## config.mk

```make
export PLATFORM = sky130hd
export DESIGN_NAME = comp_seq
export DESIGN_NICKNAME = d
export VERILOG_FILES = /design/src/rtl/comp_seq.sv
export SDC_FILE = /design/constraint.sdc
export NUM_CORES = 1
export LEC_CHECK = 0
export CAP_MARGIN = 30
export CORE_MARGIN = 2
export CORE_UTILIZATION = 55
export CTS_BUF_LIST = sky130_fd_sc_hd__clkbuf_2
export DETAILED_ROUTE_END_ITERATION = 10
export PLACE_DENSITY = 0.92
export REMOVE_ABC_BUFFERS = 1
export SYNTH_ARGS = -nofsm -noshare
export SYNTH_HDL_FRONTEND = slang
export SYNTH_SLANG_ARGS = --single-unit
```

## constraint.sdc

```tcl
create_clock -name clk -period 4.8 [get_ports clk]
set_input_delay 0.96 -clock clk [delete_from_list [all_inputs] [get_ports clk]]
set_output_delay 0.96 -clock clk [all_outputs]
set_load 0.005 [all_outputs]
```

## src/rtl/comp_seq.sv

```systemverilog
// Digit-serial unsigned magnitude comparator: compares A and B one D-bit digit
// per clock from MSB to LSB. Optional macro COMP_SEQ_EARLY_EXIT_EN ends the scan at the first differing digit.
module comp_seq #(
    parameter int W = 8,
    parameter int D = 2
) (
    input  logic         clk,
    input  logic         rst,
    input  logic         start,
    input  logic [W-1:0] a,
    input  logic [W-1:0] b,
    output logic         busy,
    output logic         done,
    output logic         aeb,
    output logic         agb,
    output logic         alb
);

    localparam int N  = W / D;
    localparam int IW = (N > 1) ? $clog2(N) : 1;

    localparam logic [1:0] REL_EQ = 2'd0;
    localparam logic [1:0] REL_GT = 2'd1;
    localparam logic [1:0] REL_LT = 2'd2;

    typedef enum logic [1:0] {
        S_IDLE = 2'd0,
        S_RUN  = 2'd1,
        S_DONE = 2'd2
    } state_t;

    state_t        state_r, state_next_s;
    logic [IW-1:0] idx_r, idx_next_s;
    logic [1:0]    rel_r, rel_next_s;
    logic [W-1:0]  a_r, a_next_s;
    logic [W-1:0]  b_r, b_next_s;
    logic [D-1:0]  a_dig_s, b_dig_s;
    logic          exit_s;
    logic          busy_r, done_r, aeb_r, agb_r, alb_r;

    function automatic logic [1:0] digit_rel(input logic [D-1:0] x, input logic [D-1:0] y);
        if (x > y) begin
            digit_rel = REL_GT;
        end else if (x < y) begin
            digit_rel = REL_LT;
        end else begin
            digit_rel = REL_EQ;
        end
    endfunction

    // Next-state, operand capture and running-relation update
    always_comb begin
        state_next_s = state_r;
        idx_next_s   = idx_r;
        rel_next_s   = rel_r;
        a_next_s     = a_r;
        b_next_s     = b_r;
        a_dig_s      = a_r[int'(idx_r)*D +: D];
        b_dig_s      = b_r[int'(idx_r)*D +: D];
        exit_s       = 1'b0;
        case (state_r)
            S_IDLE, S_DONE: begin
                if (start) begin
                    a_next_s     = a;
                    b_next_s     = b;
                    idx_next_s   = IW'(N - 1);
                    rel_next_s   = REL_EQ;
                    state_next_s = S_RUN;
                end else begin
                    state_next_s = S_IDLE;
                end
            end
            S_RUN: begin
                // A decided relation is sticky; only an equal prefix looks at the digit.
                if (rel_r == REL_EQ) begin
                    rel_next_s = digit_rel(a_dig_s, b_dig_s);
                end else begin
                    rel_next_s = rel_r;
                end
                idx_next_s = idx_r - IW'(1);
`ifdef COMP_SEQ_EARLY_EXIT_EN
                exit_s = (idx_r == IW'(0)) || (rel_next_s != REL_EQ);
`else
                exit_s = (idx_r == IW'(0));
`endif
                if (exit_s) begin
                    state_next_s = S_DONE;
                end else begin
                    state_next_s = S_RUN;
                end
            end
            default: begin
                state_next_s = S_IDLE;
            end
        endcase
    end

    // State, datapath and registered status/result outputs
    always_ff @(posedge clk) begin
        if (rst) begin
            state_r <= S_IDLE;
            idx_r   <= '0;
            rel_r   <= REL_EQ;
            a_r     <= '0;
            b_r     <= '0;
            busy_r  <= 1'b0;
            done_r  <= 1'b0;
            aeb_r   <= 1'b0;
            agb_r   <= 1'b0;
            alb_r   <= 1'b0;
        end else begin
            state_r <= state_next_s;
            idx_r   <= idx_next_s;
            rel_r   <= rel_next_s;
            a_r     <= a_next_s;
            b_r     <= b_next_s;
            busy_r  <= (state_next_s == S_RUN);
            done_r  <= (state_next_s == S_DONE);
            if ((state_r == S_RUN) && (state_next_s == S_DONE)) begin
                aeb_r <= (rel_next_s == REL_EQ);
                agb_r <= (rel_next_s == REL_GT);
                alb_r <= (rel_next_s == REL_LT);
            end else begin
                aeb_r <= aeb_r;
                agb_r <= agb_r;
                alb_r <= alb_r;
            end
        end
    end

    assign busy = busy_r;
    assign done = done_r;
    assign aeb  = aeb_r;
    assign agb  = agb_r;
    assign alb  = alb_r;

endmodule

```

-- Yosys cells after proc, flatten, opt, wreduce, memory -nomap -nowiden
Index checks and enable logic that the tools add are counted.
- register bits after elaboration: 27
- bits in latches: 0
- RAM bits: 0
- memory bits (read-only): 0
- input bits: 19
- output and inout port bits: 5
- logic and storage cells: 41
- memories: 0
- add/sub/neg operators: 1
- multipliers: 0
- divide/modulo/power cells: 0
- magnitude comparators: 2
- equal/unequal tests: 7
- shift-type cells: 2
- mux-type cells: 10
- bitwise operators: 0
- reduce and logical (&&, ||, !) cells: 9
- operators with widths (kind ; count):
    indexed part select 8 x 4 -> 2 bit ; 2
    2-to-1 mux 2 bit ; 6
    one-hot mux 2 bit (2 select lines) ; 3
    logical NOT 2 bit ; 4
    == test 2 x 1 -> 1 bit, second input constant ; 3
    == test 2 bit, second input constant ; 3
    AND reduction 2 bit ; 2
    > comparator 2 bit ; 1
    less-than comparator 2 bit ; 1
    != test 2 bit, second input constant ; 1
    nonzero test 2 bit ; 1
    OR reduction 2 bit ; 1
    subtractor 2 x 1 -> 2 bit, second input constant ; 1
    logical AND 1 bit ; 1
    2-to-1 mux 1 bit ; 1

-- Logic depth before layout (Yosys ltp)
Gate-level depths: netlist of run 1.
- depth in word-level cells: 7
- gate-level depth with buffers: 6
- depth with buffers taken out: 6

-- Least setup slack after synthesis of run 1
OpenSTA, ideal clock, no wires.
- path kind: register -> register
- from: reg idx_r[0]
- to: reg rel_r[1]
- library setup time: 0.070 ns
- data arrival time: 1.904 ns
- data required time: 4.730 ns
- setup slack: 2.827 ns
- cell stages (with the launch flop): 6
- buffers on the path: 0
- period minus slack after synthesis: 1.973 ns
- path through: dfxtp_1 > mux4_2 > ha_1 > nor2b_1 > or4_1 > a21oi_1
- longest elaborated chain between the ends: 6
- elaborated cells between the ends (all ways): 8
- those cells by class: 2 x order compare; 2 x shift; 4 x mux
- RTL lines (element ; line ; RTL):
    start: declaration ; 33 ; logic [IW-1:0] idx_r, idx_next_s;
    start signal: assignment ; 113 ; idx_r <= idx_next_s;
    indexed part select 8 x 4 -> 2 bit, on equally long branches ; 58, 59 ;
    less-than comparator 2 bit ; 44 ; end else if (x < y) begin
    2-to-1 mux 2 bit ; 44 ;
    2-to-1 mux 2 bit * ; 42 ; if (x > y) begin
    2-to-1 mux 2 bit * ; 75 ; if (rel_r == REL_EQ) begin
    one-hot mux 2 bit (2 select lines) * ; 61 ; case (state_r)
    end signal: assignment ; 114 ; rel_r <= rel_next_s;
    end: declaration ; 34 ; logic [1:0] rel_r, rel_next_s;
Every way passes the cells marked *; elsewhere a longest branch is shown, timed or not.
A chain may end at the register's enable or synchronous reset.

-- Worst setup path after layout of run 1
- from: in start
- to: reg a_r[3]
- longest elaborated chain between the ends: 1
- RTL lines (element ; line ; RTL):
    start: declaration ; 9 ; input logic start,
    AND reduction 2 bit (no source line) ; -- ;
    end signal: assignment ; 115 ; a_r <= a_next_s;
    end: declaration ; 35 ; logic [W-1:0] a_r, a_next_s;
Every way passes these cells.

==> results of run 1 <==
-- flip-flops by register name, summed over array words and instances (netlist names) --
register,cells
b_r,8
done,1
agb,1
a_r,8
alb,1
rel_r,2
busy,1
state_r,2
idx_r,2
aeb,1
-- critical path, delay by kind of cell --
| kind | cells | cell delay, ns |
|---|---|---|
| compound gates | 1 | 0.17 |
| simple gates | 2 | 0.99 |
| buf+inv | 1 | 0.47 |
-- area by class of cell --
| type | instances | share of cell area |
|---|---|---|
| Timing Repair Buffer | 23 | 0.168 |
| Sequential cell | 27 | 0.393 |
| Multi-Input combinational cell | 87 | 0.383 |
| Tap cell | 27 | 0.0246 |
| Inverter | 6 | 0.0164 |
| Clock buffer | 4 | 0.0146 |
-- cells by family (layout without fill, tap and decap cells) --
group | count (synthesis) | count (layout) | share of synthesized area
fa+ha+maj | 3 | 3 | 0.0336
compound gates | 29 | 29 | 0.147
buf+inv | 12 | 33 | 0.0437
flops | 27 | 27 | 0.484
simple gates | 51 | 51 | 0.211
mux | 4 | 4 | 0.0807
-- report_power, final --
group          internal, mW  switching, mW  total, mW
Clock                0.0220         0.0665     0.0884
Sequential            0.241         0.0123      0.253
Combinational        0.0435         0.0394     0.0829
-- cell usage after synthesis (all sizes together) --
library cell,n
and2,2
inv,6
o211ai,1
a32o,1
o21ai,5
nand3,1
clkbuf,3
mux4,4
and4bb,1
or4,2
a32oi,1
o21bai,1
nand2b,2
o31ai,1
nor3,1
nand2,35
ha,3
a21oi,17
nor2b,3
nor2,3
a31oi,2
dfxtp,27
nand3b,1
buf,3
-- worst max-delay path by stage --
stage          endpoint  slack [ns]
2_1_floorplan  rel_r[1]        2.83
3_3_place_gp        agb        2.18
3_5_place_dp        agb        2.14
4_1_cts          a_r[3]        2.49
5_1_grt          a_r[1]        2.36
6_report         a_r[3]        2.51
-- per-stage QoR --
step | total power [mW] | cell area [um2] | worst slack (ns) | hold slack, ns
after floorplan | 0.302 | 1090 | 2.83 | 0.427
after global placement | 0.334 | 1350 | 2.18 | 0.441
after detailed placement | 0.340 | 1350 | 2.14 | 0.447
after CTS | 0.424 | 1370 | 2.49 | 0.471
after global routing | 0.446 | 1370 | 2.36 | 0.497
final | 0.424 | 1370 | 2.51 | 0.469
-- layer usage --
layer	share of wire	GRT usage	wire [um]	vias up
li1	-	-	-	473
met1	0.40	0.236	890	444
met2	0.53	0.370	1180	29
met3	0.040	0.0337	90	7
met4	0.027	0.148	59	0
met5	0	0	0	-
==> results.md, run 1 <==
* Antenna diodes at 0
* Synth unique cells at 25
* Syn Area/Cell at ~8.9 um2
* Destination of the worst hold path: a_r[2]
* Max VDD drop at 0.000185 V
* R2R depth at 5
* Total grt overflow at 0
* Share of layout cells above drive strength 1 at 0.0680
* Final min period at about 2.3 ns
* Post-DP HPWL at ~1700 um
* Final Setup Violations at 0
* PortBufs at 23
* CTS Sinks at 27
* Reg2Reg Setup Slack at between 2 and 3 ns
* Detailed Routing Iterations Pass 1 at 4
* Routed vias at approximately 950
* Multi-input gate area at 527 um2
* TNS Setup at 0 ns
* Root Buffer: clkbuf_2
* Number of global-route vias before repair at around 900
* Post-CTS resize count at 0
* ANT nets after route at 0
* Leakage at between 0.5 and 0.6 nW
* Routed WL at about 2200 um
* Synth warn at 0
* Synth area leaders: dfxtp_1 (48%), nand2_1 (12%), mux4_2 (8.1%), a21oi_1 (7.6%), ha_1 (3.4%)
* MaxCap Viol Count at 0
* Layout Cells excl Fill at 174
* Setup repair bufs after CTS at 0
* Site Rows at 16
* Final hold violations at 0
* Final net count at 170
* CTS H-tree depth at 1
* Most frequent cells in the layout: nand2_1 (35), dfxtp_1 (27), clkdlybuf4s50_1 (23)
* Crit-path slowest cell: nor2b_1
* Clk_skew at around 0.0063 ns
* Initial antenna violation count at 0
* CTS buffer count at 3
* Post-synthesis sequential area ratio at 0.484
* Worst R2R End: rel_r[1]
* Hold buffers post-CTS at 0
* Share of the synthesized area in the top cell type at 0.484
* Max Transition Viols Final at 0
* CTS tree: built
* Clock buffer depth at 2
* CP endpoint kind: register
* Unrepaired setup endpoints after global routing: false
* Starting density of the core at 0.575
* DRT iter0 DRCs at 18
* Max incr delay on CP at about 0.82 ns
* Clock latency at the later pin of the worst-skew pair at 0.36 ns
* Reg clk slew, reported paths at ~0.23 ns
* Post-synth top area cell: dfxtp_1
* Die width at 49.0 um
* Gate Count Post-Synth at about 130
* RD Place Congestion at about 0.75
* First-pass GRT wire length at 3860 um
* PwrDens at 309 mW/mm2
* Hold Path Origin: a_r[2]
* Hold Crit Depth at 2
* Crit path DAT at 2.59 ns
* Placed cell count at 170
* Final core occ at 0.707
* Filler cells at between 150 and 200
* Normalized max-slew margin at 0.309
* Register area at approximately 540 um2
* Hold Crit Class: reg -> reg
* Die area at roughly 0.0024 mm2
* Fin crit share at 0.477
* F_max at around 440 MHz
* Status: finished clean
* Synthesis-to-finish area growth at 23.1%
* Core area at between 0.0015 and 0.002 mm2
* DRC Markers at 0
* Vias per cell at ~5.5
* Routed WL per cell at between 10 and 15 um
* Most common cell after layout, fill and taps aside: nand2_1
* Crit path from: start
* Reg-to-Reg Start: idx_r[0]
* Die height at just under 50 um
* Critical path cell sequence: clkdlybuf4s50_1 -> nor2b_1 -> nand2_1 -> a21oi_1
* Worst-margin pin slew at ~1.0 ns
* Crit-path max FO at 16
* Critical path type: in -> reg
* Syn Std Cell Area at roughly 0.0011 mm2
* Total GRT Usage at 0.213
* Critical path required time at between 5 and 6 ns
* Largest net degree at the start of global routing at 25
* Post-synthesis register bit count at 27
* I/O Pins at 24
* CP startpoint kind: input pin
(Power assumes the default switching activity.)
==> inputs of run 2 (changes only) <==
- CORE_UTILIZATION: 55 -> 46
- PLACE_DENSITY: 0.92 -> 0.82
- clock period: 4.8 -> 2.05 ns (I/O delays scaled with it)
==> run 2 against run 1 <==
Effect of this change:
- critical path type is now reg -> reg
- power is 140% higher
- critical endpoint is now rel_r[1]
- global-route usage is 3.7 points lower
- critical path depth is 1 higher
==> results.md, run 2 (same netlist as run 1, synthesis figures left out) <==
* Routed WL per cell at 11.8 um (-7.5%)
* Number of global-route vias before repair at 929 (+3.1%)
* Unrepaired setup endpoints after global routing: false
* DRC Markers at 0 (unchanged)
* Hold Crit Depth at 2 (unchanged)
* Detailed Routing Iterations Pass 1 at 4 (unchanged)
* CTS H-tree depth at 1 (unchanged)
* PortBufs at 23 (unchanged)
* Crit-path max FO at 5 (-11)
* Hold buffers post-CTS at 0 (unchanged)
* Die area at 0.00284 mm2 (+18%)
* Root Buffer: clkbuf_2
* Normalized max-slew margin at 0.732 (+0.424)
* Worst-margin pin slew at 0.401 ns (-0.634 ns)
* Final net count at 175 (+2.9%)
* Die height at 53.3 um (+8.6%)
* Site Rows at 17 (+1)
* CP endpoint: rel_r[1]
* Worst slack at placement at -0.0419 ns (-2.18 ns)
* Antenna diodes at 0 (unchanged)
* Reg-to-Reg Start: idx_r[0]
* Critical path required time at 2.37 ns (-2.73 ns)
* CTS tree: built
* Clock buffer depth at 2 (unchanged)
* Fin crit share at 0.965
* CP endpoint kind: register
* Total GRT Usage at 0.176 (-0.0370)
* Share of layout cells above drive strength 1 at 0.112 (+0.0438)
* Core area at 0.00225 mm2 (+16%)
* Largest regs: a_r (8), b_r (8)
* PwrDens at 706 mW/mm2 (+130%)
* Hold Crit Class: reg -> reg
* F_max at a little over 500 MHz
* Status: finished clean
* Total grt overflow at 0 (unchanged)
* Crit path DAT at 2.30 ns (-0.29 ns)
* RD Place Congestion at 0.820 (+9.0%)
* Reg2Reg Setup Slack at 0.07 ns (-2.55 ns)
* Clk_skew at 0.0201 ns (+0.0138 ns)
* Filler cells at 206 (+20%)
* Crit path from: idx_r[0]
* MaxCap Viol Count at 0 (unchanged)
* CTS Sinks at 27 (unchanged)
* Max Transition Viols Final at 0 (unchanged)
* Starting density of the core at 0.495 (-0.0797)
* Final min period at 1.98 ns
* Vias per cell at 5.13 (-6.3%)
* Synthesis-to-finish area growth at 28.3%
* Critical path type: reg -> reg
* Crit-path slowest cell: mux4_2
* Post-DP HPWL at 1630 um (-3.2%)
* Worst Slack Setup Final at 0.0717 ns (-2.44 ns)
* Max incr delay on CP at 0.54 ns (-0.28 ns)
* Routed WL at 2130 um (-4.3%)
* TNS Setup at 0 ns (unchanged)
* Leakage at 0.536 nW (+4.1%)
* Final hold violations at 0 (unchanged)
* Largest net degree at the start of global routing at 17 (-32%)
* Die width at 53.3 um (+8.6%)
* Max VDD drop at 0.000488 V (+160%)
* I/O Pins at 24 (unchanged)
* DRT iter0 DRCs at 18 (unchanged)
* Final Setup Violations at 0 (unchanged)
* Most common cell after layout, fill and taps aside: nand2_1
* Top cell family by delay on the critical path: simple AND/OR/NAND/NOR gates
* Routed vias at 924 (-3.0%)
* First-pass GRT wire length at 3720 um (-3.8%)
* Instance count on the critical path at 5 (+1)
* CP startpoint kind: register
* Buffers and inverters on the worst path at 0 (-1)
* Worst R2R End: rel_r[1]
* CTS buffer count at 3 (unchanged)
* Reg clk slew, reported paths at 0.27 ns (+0.04 ns)
* Clock latency at the later pin of the worst-skew pair at 0.36 ns (about the same)
* Critical path cell sequence: mux4_2 -> ha_4 -> nor2b_1 -> or4_1 -> a21oi_1
* R2R depth at 5 (unchanged)
* Initial antenna violation count at 0 (unchanged)
* ANT nets after route at 0 (unchanged)
* Most frequent cells in the layout: nand2_1 (35), dfxtp_1 (26), clkdlybuf4s50_1 (23)
==> run 2: cell types whose count changed in the layout (fill, tap and decap cells not counted) <==
| cell | before | now |
|---|---|---|
| clkbuf_2 | 4 | 3 |
| buf_4 | 0 | 5 |
| dfxtp_1 | 27 | 26 |
| ha_1 | 3 | 2 |
| clkinvlp_4 | 0 | 1 |
| ha_4 | 0 | 1 |
| dfxtp_4 | 0 | 1 |
==> run 2: area by class of cell <==
| class | count | area (um2) | share of cell area |
|---|---|---|---|
| clock buffers | 3 | 15.0 | 0.0105 |
| well taps | 28 | 35.0 | 0.0245 |
| repair buffers | 28 | 268 | 0.187 |
| flip-flops and latches | 27 | 544 | 0.380 |
| inverters | 6 | 22.5 | 0.0157 |
| clock inverters | 1 | 7.51 | 0.00524 |
| multi-input cells | 87 | 539 | 0.377 |
==> run 2: metal layers <==
metal  share of wire  global-route usage
met5               0                   0
met4               0              0.0684
met3           0.043              0.0254
met2            0.49               0.290
met1            0.47               0.229
==> run 2: worst min path at each step <==
stage	from	slack, ns	endpoint
2_1_floorplan	a_r[2]	0.43	a_r[2]
3_3_place_gp	b_r[2]	0.45	b_r[2]
3_5_place_dp	b_r[6]	0.45	b_r[6]
4_1_cts	b_r[6]	0.47	b_r[6]
5_1_grt	b_r[0]	0.49	b_r[0]
6_report	a_r[2]	0.47	a_r[2]
==> run 2: power by group <==
part           internal [mW]  switching, mW  leakage (nW)
logic                  0.119         0.0950         0.301
registers              0.564         0.0273         0.222
clock network         0.0452          0.160        0.0126
total                  0.728          0.282         0.536
==> run 2: stage by stage <==
stage | power [mW] | utilization | hold WS, ns | area, um2 | std cells
2_1_floorplan | 0.707 | - | 0.427 | 1090 | 120
3_3_place_gp | 0.796 | 0.614 | 0.447 | 1390 | 175
3_5_place_dp | 0.806 | 0.614 | 0.447 | 1390 | 175
4_1_cts | 1.01 | 0.625 | 0.474 | 1410 | 179
5_1_grt | 1.07 | 0.635 | 0.491 | 1430 | 180
6_report | 1.01 | 0.635 | 0.472 | 1430 | 180
==> run 2: repair_timing <==
action	4_1_cts	5_1_grt
resized for setup	1	2
buffers inserted	0	1
hold endpoints to repair	0	0
setup endpoints to repair	1	1
==> run 2: worst min-delay path: cells and delay by family, from the launching register on <==
family	cells	cell delay (ns)
compound gates	1	0.05
flops	1	0.36
simple gates	1	0.05
